==> src/rtl/mem_arb_pkg.sv <==
// Shared memory-arbiter definitions: FSM state encoding and default bus widths,
// also used by the cache and pipeline blocks.
package mem_arb_pkg;

    localparam int ARB_ADDR_W = 16;
    localparam int ARB_DATA_W = 16;
    localparam int WDOG_W     = 8;

    localparam logic [1:0] IDLE   = 2'd0;
    localparam logic [1:0] BUSY_D = 2'd1;
    localparam logic [1:0] BUSY_I = 2'd2;
    localparam logic [1:0] FAULT  = 2'd3;

    typedef enum logic [1:0] {
        ST_IDLE   = IDLE,
        ST_BUSY_D = BUSY_D,
        ST_BUSY_I = BUSY_I,
        ST_FAULT  = FAULT
    } arb_state_e;

endpackage

==> src/rtl/mem_arb_wdog.sv <==
// Busy-time watchdog: counts enabled cycles since the last clear and flags the
// cycle that completes TIMEOUT consecutive enabled cycles.
module mem_arb_wdog
    import mem_arb_pkg::*;
#(
    parameter int unsigned TIMEOUT = 15
) (
    input  logic clk,
    input  logic rst,
    input  logic clr,
    input  logic en,
    output logic tc
);

    localparam logic [WDOG_W-1:0] LAST = WDOG_W'(TIMEOUT - 1);

    logic [WDOG_W-1:0] cnt;

    always_ff @(posedge clk or negedge rst) begin
        if (!rst) begin
            cnt <= '0;
        end else if (clr) begin
            cnt <= '0;
        end else if (en && (cnt != LAST)) begin
            cnt <= cnt + 1'b1;
        end
    end

    // cnt holds the number of enabled cycles already completed, so LAST marks the final one
    assign tc = en && !clr && (cnt == LAST);

endmodule

==> src/rtl/mem_port_arbiter.sv <==
// Arbitrates one single-ported memory between instruction fetch and load/store (data first),
// with stall outputs and a sticky err flag. Optional stall counters: ARB_PERF_CNT_EN.
module mem_port_arbiter
    import mem_arb_pkg::*;
#(
    parameter int          ADDR_W  = ARB_ADDR_W,
    parameter int          DATA_W  = ARB_DATA_W,
    parameter int unsigned TIMEOUT = 15
) (
    input  logic              clk,
    input  logic              rst,
    input  logic              if_req,
    input  logic [ADDR_W-1:0] if_addr,
    input  logic              if_flush,
    output logic [DATA_W-1:0] if_rdata,
    output logic              if_done,
    input  logic              d_rd,
    input  logic              d_wr,
    input  logic [ADDR_W-1:0] d_addr,
    input  logic [DATA_W-1:0] d_wdata,
    output logic [DATA_W-1:0] d_rdata,
    output logic              d_done,
    output logic              m_en,
    output logic              m_wr,
    output logic [ADDR_W-1:0] m_addr,
    output logic [DATA_W-1:0] m_wdata,
    input  logic [DATA_W-1:0] m_rdata,
    input  logic              m_stall,
    input  logic              m_done,
    output logic              stall_if,
    output logic              stall_mem,
    output logic              err,
    output logic [1:0]        dbg_state
`ifdef ARB_PERF_CNT_EN
    ,
    output logic [15:0]       perf_if_stall,
    output logic [15:0]       perf_d_stall
`endif
);

    // Memory handshake: a strobe (m_en) is accepted on a rising edge where m_stall is low;
    // exactly one m_done pulse then completes it. Requesters hold their request until x_done.

    arb_state_e state, state_nx;

    logic              take_d;
    logic              take_i;
    logic              accept;
    logic              busy;
    logic              wdog_tc;
    logic              drop_q;
    logic [ADDR_W-1:0] mux_addr;
    logic              mux_wr;
    logic [DATA_W-1:0] mux_wdata;
    logic [ADDR_W-1:0] addr_q;
    logic              wr_q;
    logic [DATA_W-1:0] wdata_q;

    always_ff @(posedge clk or negedge rst) begin
        if (!rst) begin
            state <= ST_IDLE;
        end else begin
            state <= state_nx;
        end
    end

    always_comb begin
        state_nx = state;
        m_en     = 1'b0;
        take_d   = 1'b0;
        take_i   = 1'b0;
        case (state)
            ST_IDLE: begin
                // Simultaneous load and store is a pipeline bug: refuse it without strobing
                if (d_rd && d_wr) begin
                    state_nx = ST_FAULT;
                end else if (d_rd || d_wr) begin
                    m_en   = 1'b1;
                    take_d = 1'b1;
                    if (!m_stall) state_nx = ST_BUSY_D;
                end else if (if_req) begin
                    m_en   = 1'b1;
                    take_i = 1'b1;
                    if (!m_stall) state_nx = ST_BUSY_I;
                end
            end
            ST_BUSY_D, ST_BUSY_I: begin
                if (m_done) begin
                    state_nx = ST_IDLE;
                end else if (wdog_tc) begin
                    state_nx = ST_FAULT;
                end
            end
            ST_FAULT: begin
                state_nx = ST_FAULT;
            end
            default: begin
                state_nx = ST_IDLE;
            end
        endcase
    end

    assign accept    = m_en && !m_stall;
    assign mux_addr  = take_d ? d_addr : if_addr;
    assign mux_wr    = take_d && d_wr;
    assign mux_wdata = take_d ? d_wdata : '0;

    always_ff @(posedge clk or negedge rst) begin
        if (!rst) begin
            addr_q  <= '0;
            wr_q    <= 1'b0;
            wdata_q <= '0;
        end else if (accept) begin
            addr_q  <= mux_addr;
            wr_q    <= mux_wr;
            wdata_q <= mux_wdata;
        end
    end

    // While an access is in flight the bus keeps showing the accepted command
    assign m_addr  = m_en ? mux_addr  : addr_q;
    assign m_wr    = m_en ? mux_wr    : wr_q;
    assign m_wdata = m_en ? mux_wdata : wdata_q;

    always_ff @(posedge clk or negedge rst) begin
        if (!rst) begin
            drop_q <= 1'b0;
        end else if (state != ST_BUSY_I) begin
            drop_q <= 1'b0;
        end else if (if_flush) begin
            drop_q <= 1'b1;
        end
    end

    assign d_done  = (state == ST_BUSY_D) && m_done;
    // A flush arriving in the same cycle as m_done also cancels the fetch
    assign if_done = (state == ST_BUSY_I) && m_done && !drop_q && !if_flush;
    assign d_rdata  = d_done  ? m_rdata : '0;
    assign if_rdata = if_done ? m_rdata : '0;

    assign stall_if  = if_req && !if_done;
    assign stall_mem = (d_rd || d_wr) && !d_done;
    assign err       = (state == ST_FAULT);
    assign dbg_state = state;

    assign busy = (state == ST_BUSY_D) || (state == ST_BUSY_I);

    mem_arb_wdog #(
        .TIMEOUT (TIMEOUT)
    ) u_wdog (
        .clk (clk),
        .rst (rst),
        .clr (!busy || m_done),
        .en  (busy),
        .tc  (wdog_tc)
    );

`ifdef ARB_PERF_CNT_EN
    always_ff @(posedge clk or negedge rst) begin
        if (!rst) begin
            perf_if_stall <= '0;
            perf_d_stall  <= '0;
        end else begin
            if (stall_if && (perf_if_stall != 16'hFFFF)) perf_if_stall <= perf_if_stall + 16'd1;
            if (stall_mem && (perf_d_stall != 16'hFFFF)) perf_d_stall <= perf_d_stall + 16'd1;
        end
    end
`endif

    a_single_done: assert property (@(posedge clk) disable iff (!rst) !(if_done && d_done));
    a_strobe_idle: assert property (@(posedge clk) disable iff (!rst) m_en |-> (state == ST_IDLE));

endmodule
==> config.mk <==
export PLATFORM = sky130hd
export DESIGN_NAME = mem_port_arbiter
export DESIGN_NICKNAME = d
export VERILOG_FILES = /design/src/rtl/mem_arb_pkg.sv /design/src/rtl/mem_arb_wdog.sv /design/src/rtl/mem_port_arbiter.sv
export SDC_FILE = /design/constraint.sdc
export NUM_CORES = 1
export LEC_CHECK = 0
export CAP_MARGIN = 20
export CORE_ASPECT_RATIO = 2
export CORE_MARGIN = 2
export CORE_UTILIZATION = 44
export CTS_BUF_LIST = sky130_fd_sc_hd__clkbuf_2 sky130_fd_sc_hd__clkbuf_4 sky130_fd_sc_hd__clkbuf_8
export DETAILED_ROUTE_END_ITERATION = 12
export PLACE_DENSITY = 0.88
export SKIP_LAST_GASP = 1
export SYNTH_ARGS = -nofsm -noshare
export SYNTH_HDL_FRONTEND = slang
export SYNTH_HIERARCHICAL = 1
export SYNTH_SLANG_ARGS = --single-unit
==> constraint.sdc <==
create_clock -name clk -period 4.5 [get_ports clk]
set_clock_uncertainty 0.05 [all_clocks]
set_input_delay 1.35 -clock clk [delete_from_list [all_inputs] [get_ports clk]]
set_output_delay 1.35 -clock clk [all_outputs]
set_load 0.03 [all_outputs]
Word level (Yosys, flattened, before mapping)
Cells that the tools add are included.
{"block": "op_classes", "add_sub_neg": 1, "n_div": 0, "reduce_logical": 27, "n_mux": 26, "order_cmp": 0, "shifts": 0, "bitwise_logic": 0, "eq_ne": 9, "mul": 0}
{"op": "$mux W16", "n": 6}
{"op": "$mux W8", "n": 2}
{"op": "$mux W2", "n": 7}
{"op": "$logic_and A1 B1 Y1", "n": 12}
{"op": "$mux W1", "n": 10}
{"op": "$add A8 B1 Y8 const B", "n": 1}
{"op": "$eq A8 B4 Y1 const B", "n": 1}
{"op": "$ne A8 B4 Y1 const B", "n": 1}
{"op": "$logic_not A1 Y1", "n": 7}
{"op": "$pmux W2 S3", "n": 1}
{"op": "$eq A2 B2 Y1 const B", "n": 2}
{"op": "$ne A4 B4 Y1 const B", "n": 1}
{"op": "$reduce_bool A2 Y1", "n": 2}
{"op": "$logic_or A1 B1 Y1", "n": 3}
{"op": "$ne A3 B2 Y1 const B", "n": 1}
{"op": "$ne A3 B3 Y1 const B", "n": 1}
{"op": "$reduce_and A3 Y1", "n": 1}
{"op": "$eq A2 B1 Y1 const B", "n": 1}
{"op": "$logic_not A2 Y1", "n": 1}
{"op": "$ne A2 B2 Y1 const B", "n": 1}
{"op": "$reduce_or A2 Y1", "n": 1}
{"block": "word_totals", "regBits": 44, "romBits": 0, "mem_bits_rw": 0, "mem_count": 0, "input_bits": 72, "latch_bits": 0, "out_inout_bits": 73}

Depth between registers and ports, before layout
Gate-level depths: netlist (run 1).
{"block": "depth", "depth_word": 10, "depth_mapped": 8}

Modules after synthesis
The synthesis (run 1) kept the hierarchy.
{"mod": "mem_port_arbiter", "instances": 1, "cells_each": 286, "area_per_inst_um2": 2343.5, "seq_area_each_um2": 900.9}
{"mod": "mem_arb_wdog", "instances": 1, "cells_each": 50, "area_per_inst_um2": 473.0, "seq_area_each_um2": 200.2}

Worst setup path before layout (run 1)
Ideal clock, no wire load.
{"block": "synth_timing", "path_type": "input to output", "startpoint": "in d_rd", "endpoint": "out m_wdata[12]", "stages": 7, "path_slack_ps": 233, "t_arrival_ps": 2867, "required_time_ps": 3100, "cell_sequence": "inv_1 > ha_1 > and2_1 > buf_4 > buf_2 > nand2_1 > o21ai_0"}
{"block": "synth_between", "elab_chain_cells": 6, "elab_cells_between_ends": 10, "cone_classes": "mux (8); reduce/logical (2)"}
{"element": "start, declared", "line_no": "mem_port_arbiter.sv:17", "rtl": "input logic d_rd,"}
{"element": "$logic_or A1 B1 Y1", "line_no": "mem_port_arbiter.sv:77", "rtl": "end else if (d_rd || d_wr) begin"}
{"element": "$mux W1", "line_no": "mem_port_arbiter.sv:77"}
{"element": "$mux W1", "line_no": "mem_port_arbiter.sv:75", "rtl": "if (d_rd && d_wr) begin"}
{"element": "$mux W1", "line_no": "mem_port_arbiter.sv:72", "rtl": "case (state)"}
{"element": "$mux W16", "line_no": "mem_port_arbiter.sv:106", "rtl": "assign mux_wdata = take_d ? d_wdata : '0;"}
{"element": "$mux W16 *", "line_no": "mem_port_arbiter.sv:123", "rtl": "assign m_wdata = m_en ? mux_wdata : wdata_q;"}
{"element": "end, declared", "line_no": "mem_port_arbiter.sv:26", "rtl": "output logic [DATA_W-1:0] m_wdata,"}
Every way passes the cells marked *; elsewhere a longest branch is shown, timed or not.

Final worst setup path (run 1)
{"block": "layout_timing", "startpoint": "in d_rd", "endpoint": "out m_addr[3]"}
{"block": "layout_between", "elab_chain_cells": 6, "elab_cells_between_ends": 10, "cone_classes": "mux (8); reduce/logical (2)"}
{"element": "$logic_or A1 B1 Y1", "line_no": "mem_port_arbiter.sv:77"}
{"element": "$mux W1", "line_no": "mem_port_arbiter.sv:77"}
{"element": "$mux W1", "line_no": "mem_port_arbiter.sv:75"}
{"element": "$mux W1", "line_no": "mem_port_arbiter.sv:72"}
{"element": "$mux W16", "line_no": "mem_port_arbiter.sv:104", "rtl": "assign mux_addr = take_d ? d_addr : if_addr;"}
{"element": "$mux W16 *", "line_no": "mem_port_arbiter.sv:121", "rtl": "assign m_addr = m_en ? mux_addr : addr_q;"}
{"element": "end, declared", "line_no": "mem_port_arbiter.sv:25", "rtl": "output logic [ADDR_W-1:0] m_addr,"}
Marks and branches as above.

==> results.toml, run 1 <==
[critical_path]
cp-end-kind = "primary output"
cp_max_fo = 16
cp-start-kind = "primary input"
worst-setup-path-type = "primary input to primary output"
worstPathRequired_ns = 3.10
worstPathArrival_ns = 3.03

[grt]
antenna_found_initial = 0
grt_pass1_wl_mm = 12.10
grt_pass1_vias = 2721
grt_overflow_total = 0
grt_max_degree = 68
grt_usage_pct = 22.36

[clocking]
cts_made_buffers = 5
cts_sinks = 44
cts_buffer_depth = 2
cts_root_buf = "clkbuf_8"
cts_tree = "built"
clk_pin_slew_ns = 0.08
cts_hold_buf = 0
insertion_delay_ns = 0.30
htree_levels = 2

[sta]
worst_pin_slew_ns = 0.9656
drv_slew = 0
rsz0062_at_grt = "yes"
min_period_over_period_pct = 98.47
fin_ws_ns = 0.06906
slew_headroom_pct = 35.63
fin_crit_ns = 4.431
fmax_ghz = 0.2257
final_hold_viol_count = 0
finalSetupViolCount = 0

[synth]
ys_types = 36
synth_top_area_share_pct = 39.09
syn_area_per_cell_sq_um = 8.382
yosys_warnings = 6
syn_inst = 336
ys_ff_latch = 44
synth_area_leaders = "dfrtp_1, nand2_1, o21ai_0, mux2i_1, o21ai_1"
ys_seq_area_share_pct = 39.09
synth_largest_area_cell = "dfrtp_1"
synth_nets = 417
syn_area_sq_um = 2816

[layout]
diodes = 0
drive_above_1_share_pct = 21.95
fin_util_pct = 70.65
fin_nets = 563
area_growth_syn_to_layout_pct = 57.00
instances_no_fill = 569
nFillCells = 500
design_area_sq_um = 4422

[floorplanning]
die_w_um = 60.58
die_area_sq_um = 7096
die_y_um = 117.1
ios = 145
num_rows = 41
coreArea_sq_um = 6259
start_util_pct = 45.00

[pwr]
finalPower_uw = 2534
power.density_nw_per_um2 = 573.1
power.leakage_uw = 0.002084
ir_worst_vdd_mv = 0.4094

[placement]
io_buffers = 144
hpwl_mm = 6.072
gp_congestion = 0.8298
placed_cells = 558
place_ws_ns = -0.06592
place_area_sq_um = 4223

[route]
vias = 2924
drtPass1Iterations = 4
avgRoutedWirePerCell_um = 15.01
drc = 0
first_iter_violations = 86
avgViaCountPerCell = 5.139
antenna_left = 0
wirelength_mm = 8.543

[job]
max_cap_violations = 0

[run_status]
outcome = "complete, no violations"

[worst_hold_path]
hold_path.class = "register to register"
==> power by group <==
part	internal [uW]	leakage (uW)	total (uW)	switching, uW
Clock	167	0.0000548	311	144
Combinational	642	0.00145	1600	960
Sequential	532	0.000582	621	89.0
Total	1340	0.00208	2530	1190
==> final timing paths <==
path,startpoint,end,slack (ns),cells past startpoint
worst min register to register,addr_q[1]$_DFFE_PN0P_,addr_q[1]$_DFFE_PN0P_,0.44,2
worst max register to register,dbg_state[1]$_DFFE_PN0P_,dbg_state[0]$_DFFE_PN0P_,2.28,6
min in group asynchronous,rst,addr_q[9]$_DFFE_PN0P_,1.14,1
max in group asynchronous,rst,wdata_q[14]$_DFFE_PN0P_,2.65,1
worst min-delay path,addr_q[1]$_DFFE_PN0P_,addr_q[1]$_DFFE_PN0P_,0.44,2
worst max-delay path,d_rd,m_addr[3],0.07,8
==> synthesized netlist by cell type <==
| master | n |
|---|---|
| nand2_1 | 88 |
| dfrtp_1 | 44 |
| o21ai_0 | 34 |
| o21ai_1 | 23 |
| and2_1 | 18 |
| and3_1 | 16 |
| mux2i_1 | 16 |
| o21ai_2 | 13 |
| ha_1 | 9 |
| inv_1 | 9 |
| a21oi_1 | 8 |
| clkbuf_1 | 7 |
| buf_2 | 6 |
| buf_6 | 5 |
| mux2_2 | 4 |
| nand2b_1 | 4 |
| nor2_1 | 4 |
| a211oi_1 | 3 |
| buf_4 | 3 |
| nand3_1 | 2 |
| nand4_1 | 2 |
| nor2b_1 | 2 |
| nor3_1 | 2 |
| or3_1 | 2 |
| a21bo_2 | 1 |
| and3b_1 | 1 |
| nand2_2 | 1 |
| nand3_2 | 1 |
| nor2b_4 | 1 |
| nor3b_1 | 1 |
| nor3b_2 | 1 |
| nor4b_4 | 1 |
| o31ai_1 | 1 |
| or3_2 | 1 |
| or3_4 | 1 |
| or4_1 | 1 |
==> critical path, cell delays in order <==
cell	delay, ns
clkdlybuf4s50_1	0.48
inv_1	0.05
ha_1	0.31
nand2_2	0.09
buf_12	0.17
mux2i_2	0.28
o21ai_1	0.10
buf_4	0.18
==> metal layers <==
layer  global-route usage [%]  vias to the layer above  share of wire (%)
met1                    24.52                     1384                 37
met2                    41.58                       92                 56
li1                         -                     1431                  -
met3                    3.297                       17                4.7
met4                    8.261                        0                2.1
met5                        0                        -                  0
==> sequential cells by signal (all words and copies together) (netlist names) <==
register and cells:
dbg_state 2, wr_q 1, wdata_q 16, u_wdog/cnt 8, addr_q 16, drop_q 1
==> through the flow <==
step / TNS (ns) / hold WS [ns]
after floorplan: 0 / 0.3995
after global placement: -0.002837 / 0.4094
after detailed placement: -0.06592 / 0.4151
after CTS: 0 / 0.4352
after global routing: -0.01236 / 0.4581
final: 0 / 0.4357
==> timing repair <==
action	4_1_cts	5_1_grt
endpoints found under the hold margin	0	0
endpoints found under the setup margin	1	29
gates resized for setup	1	19
cloned	0	3
setup buffers	0	0
==> cell families after synthesis <==
kind of cell               share of synthesized area (%)
buffers and inverters                              5.997
and+or+nand+nor                                    26.61
AOI/OAI and AO/OA                                  17.01
adders and majority gates                          3.998
muxes                                              7.285
DFF                                                39.09
==> layout make-up <==
class / count / area (sq um) / share of cell area (%)
clock buffer: 5 / 68.82 / 1.556
clock inverter: 3 / 46.29 / 1.047
inverter: 9 / 33.78 / 0.7640
multi-input combinational: 262 / 1568 / 35.46
sequential: 44 / 1101 / 24.90
tap: 86 / 107.6 / 2.433
timing repair buffer: 160 / 1496 / 33.84
==> cells in the final DEF, fill, tap and decap left out, types with 5 or more instances in the layout <==
cell type,netlist,routed
a21oi_1,8,8
and2_1,18,18
and3_1,16,16
buf_4,3,61
clkbuf_8,0,5
clkdlybuf4s50_1,0,92
dfrtp_1,44,44
ha_1,9,9
inv_1,9,9
mux2i_1,16,14
nand2_1,88,88
o21ai_0,34,20
o21ai_1,23,36
o21ai_2,13,14
No activity file was read; power rests on OpenSTA's default activity.
==> run 2, diff against run 1 <==
- CORE_UTILIZATION: 44 -> 41
- PLACE_DENSITY: 0.88 -> 0.82
- clock period: 4.5 -> 4.8 ns (I/O delays scaled with it)
==> results.toml, run 2 (synthesis results as in run 1) <==
[layout]
final_cell_mix = "clkdlybuf4s50_1, nand2_1, buf_4, dfrtp_1, o21ai_0"
area_growth_syn_to_layout_pct = 53.75
diodes = 0
nFillCells = 585
fin_util_pct = 65.40
seqCellArea_sq_um = 1101
reg_top3 = "addr_q: 16 flops, wdata_q: 16 flops, u_wdog/cnt: 8 flops"
drive_above_1_share_pct = 20.34
final_common_cell = "clkdlybuf4s50_1"
fin_nets = 557
multi_input_area_sq_um = 1553

[clocking]
cts_buffer_depth = 2
cts_sinks = 44
clk_pin_slew_ns = 0.08
htree_levels = 2
cts_root_buf = "clkbuf_8"
cts_made_buffers = 5
cts_tree = "built"
insertion_delay_ns = 0.29
cts_hold_buf = 0

[pwr]
power.leakage_uw = 0.002046
power.density_nw_per_um2 = 526.2
ir_worst_vdd_mv = 0.3603

[job]
max_cap_violations = 0

[critical_path]
cp-end-kind = "primary output"
cp_max_fo = 15
worst-setup-path-type = "primary input to primary output"
rrSetupSlack_ns = 2.52
r2r.worst_path.cells = 6
worstPathRequired_ns = 3.31
cp-start-kind = "primary input"
r2r_end = "dbg_state[0]$_DFFE_PN0P_"
worstPathArrival_ns = 3.20
r2r-start = "dbg_state[0]$_DFFE_PN0P_"

[grt]
grt_max_degree = 67
antenna_found_initial = 0
grt_usage_pct = 21.57
grt_pass1_wl_mm = 13.07
grt_pass1_vias = 2746
grt_overflow_total = 0

[route]
vias = 2788
first_iter_violations = 133
drc = 0
avgViaCountPerCell = 4.935
avgRoutedWirePerCell_um = 13.90
drtPass1Iterations = 4
antenna_left = 0
wirelength_mm = 7.855

[floorplanning]
ios = 145
coreArea_sq_um = 6621
start_util_pct = 42.54
die_area_sq_um = 7588
num_rows = 42
die_y_um = 121.2
die_w_um = 62.61

[worst_hold_path]
hp-start = "wdata_q[15]$_DFFE_PN0P_"
hold_path.class = "register to register"
holdPathEnd = "wdata_q[15]$_DFFE_PN0P_"
min_path_cells = 2

[sta]
finalSetupViolCount = 0
rsz0062_at_grt = "no"
fmax_ghz = 0.2131
setup_tns_ns = 0
final_hold_viol_count = 0
fin_crit_ns = 4.693
worst_pin_slew_ns = 0.9689
min_period_over_period_pct = 97.78
drv_slew = 0
slew_headroom_pct = 35.41

[placement]
gp_congestion = 0.7844
io_buffers = 144
hpwl_mm = 6.189

[run_status]
outcome = "complete, no violations"
==> run 2: through the flow <==
| step | power [uW] | instance area (sq um) | instances | worst slack [ns] | hold slack [ns] |
|---|---|---|---|---|---|
| final | 2279 | 4330 | 565 | 0.1068 | 0.4292 |
| after floorplan | 1507 | 2816 | 336 | 0.3527 | 0.3995 |
| after global placement | 1988 | 4215 | 557 | 0.1249 | 0.4096 |
| after detailed placement | 2016 | 4215 | 557 | 0.07161 | 0.4147 |
| after global routing | 2444 | 4330 | 565 | 0.002366 | 0.4449 |
| after CTS | 2301 | 4327 | 565 | 0.06044 | 0.4326 |
==> run 2: layout make-up <==
cell class,count,share of cell area [%]
Timing Repair Buffer,154,32.82
Multi-Input combinational cell,262,35.86
Sequential cell,44,25.43
Clock inverter,2,0.8090
Clock buffer,6,1.762
Inverter,9,0.7801
Tap cell,88,2.543
==> run 2: how the worst max path moves through the flow <==
stage | startpoint | end | slack [ns] | cells past startpoint
3_5_place_dp | d_wr | m_addr[5] | 0.07 | 8
2_1_floorplan | d_rd | m_wdata[12] | 0.35 | 7
3_3_place_gp | d_wr | m_addr[5] | 0.12 | 8
5_1_grt | d_wr | m_addr[5] | 0.002 | 8
4_1_cts | d_wr | m_addr[5] | 0.06 | 8
6_report | d_wr | m_addr[5] | 0.11 | 8
==> run 2: timing repair <==
item | in CTS | in global routing
setup buffers | 0 | 0
hold endpoints to repair | 0 | 0
resized for setup | 0 | 1
setup endpoints to repair | 0 | 1
==> run 2: critical path, stage by stage <==
cell             delay (ns)
clkdlybuf4s50_1        0.51
inv_1                  0.06
ha_1                   0.29
nand2_2                0.13
buf_12                 0.17
mux2i_2                0.28
o21ai_0                0.13
buf_4                  0.19
==> run 2: metal layers <==
| metal | vias to the layer above | track usage, % | wire length [um] |
|---|---|---|---|
| met3 | 8 | 3.061 | 321 |
| met2 | 84 | 42.00 | 4527 |
| met1 | 1273 | 23.39 | 2894 |
| met4 | 0 | 6.944 | 111 |
| li1 | 1423 | - | - |
| met5 | - | 0 | 0 |
==> run 2: where the power goes <==
part / total, uW / leakage, uW / switching (uW) / internal [uW]
Combinational: 1420 / 0.00141 / 855 / 563
Clock: 281 / 0.0000586 / 121 / 160
Sequential: 580 / 0.000582 / 81.3 / 499
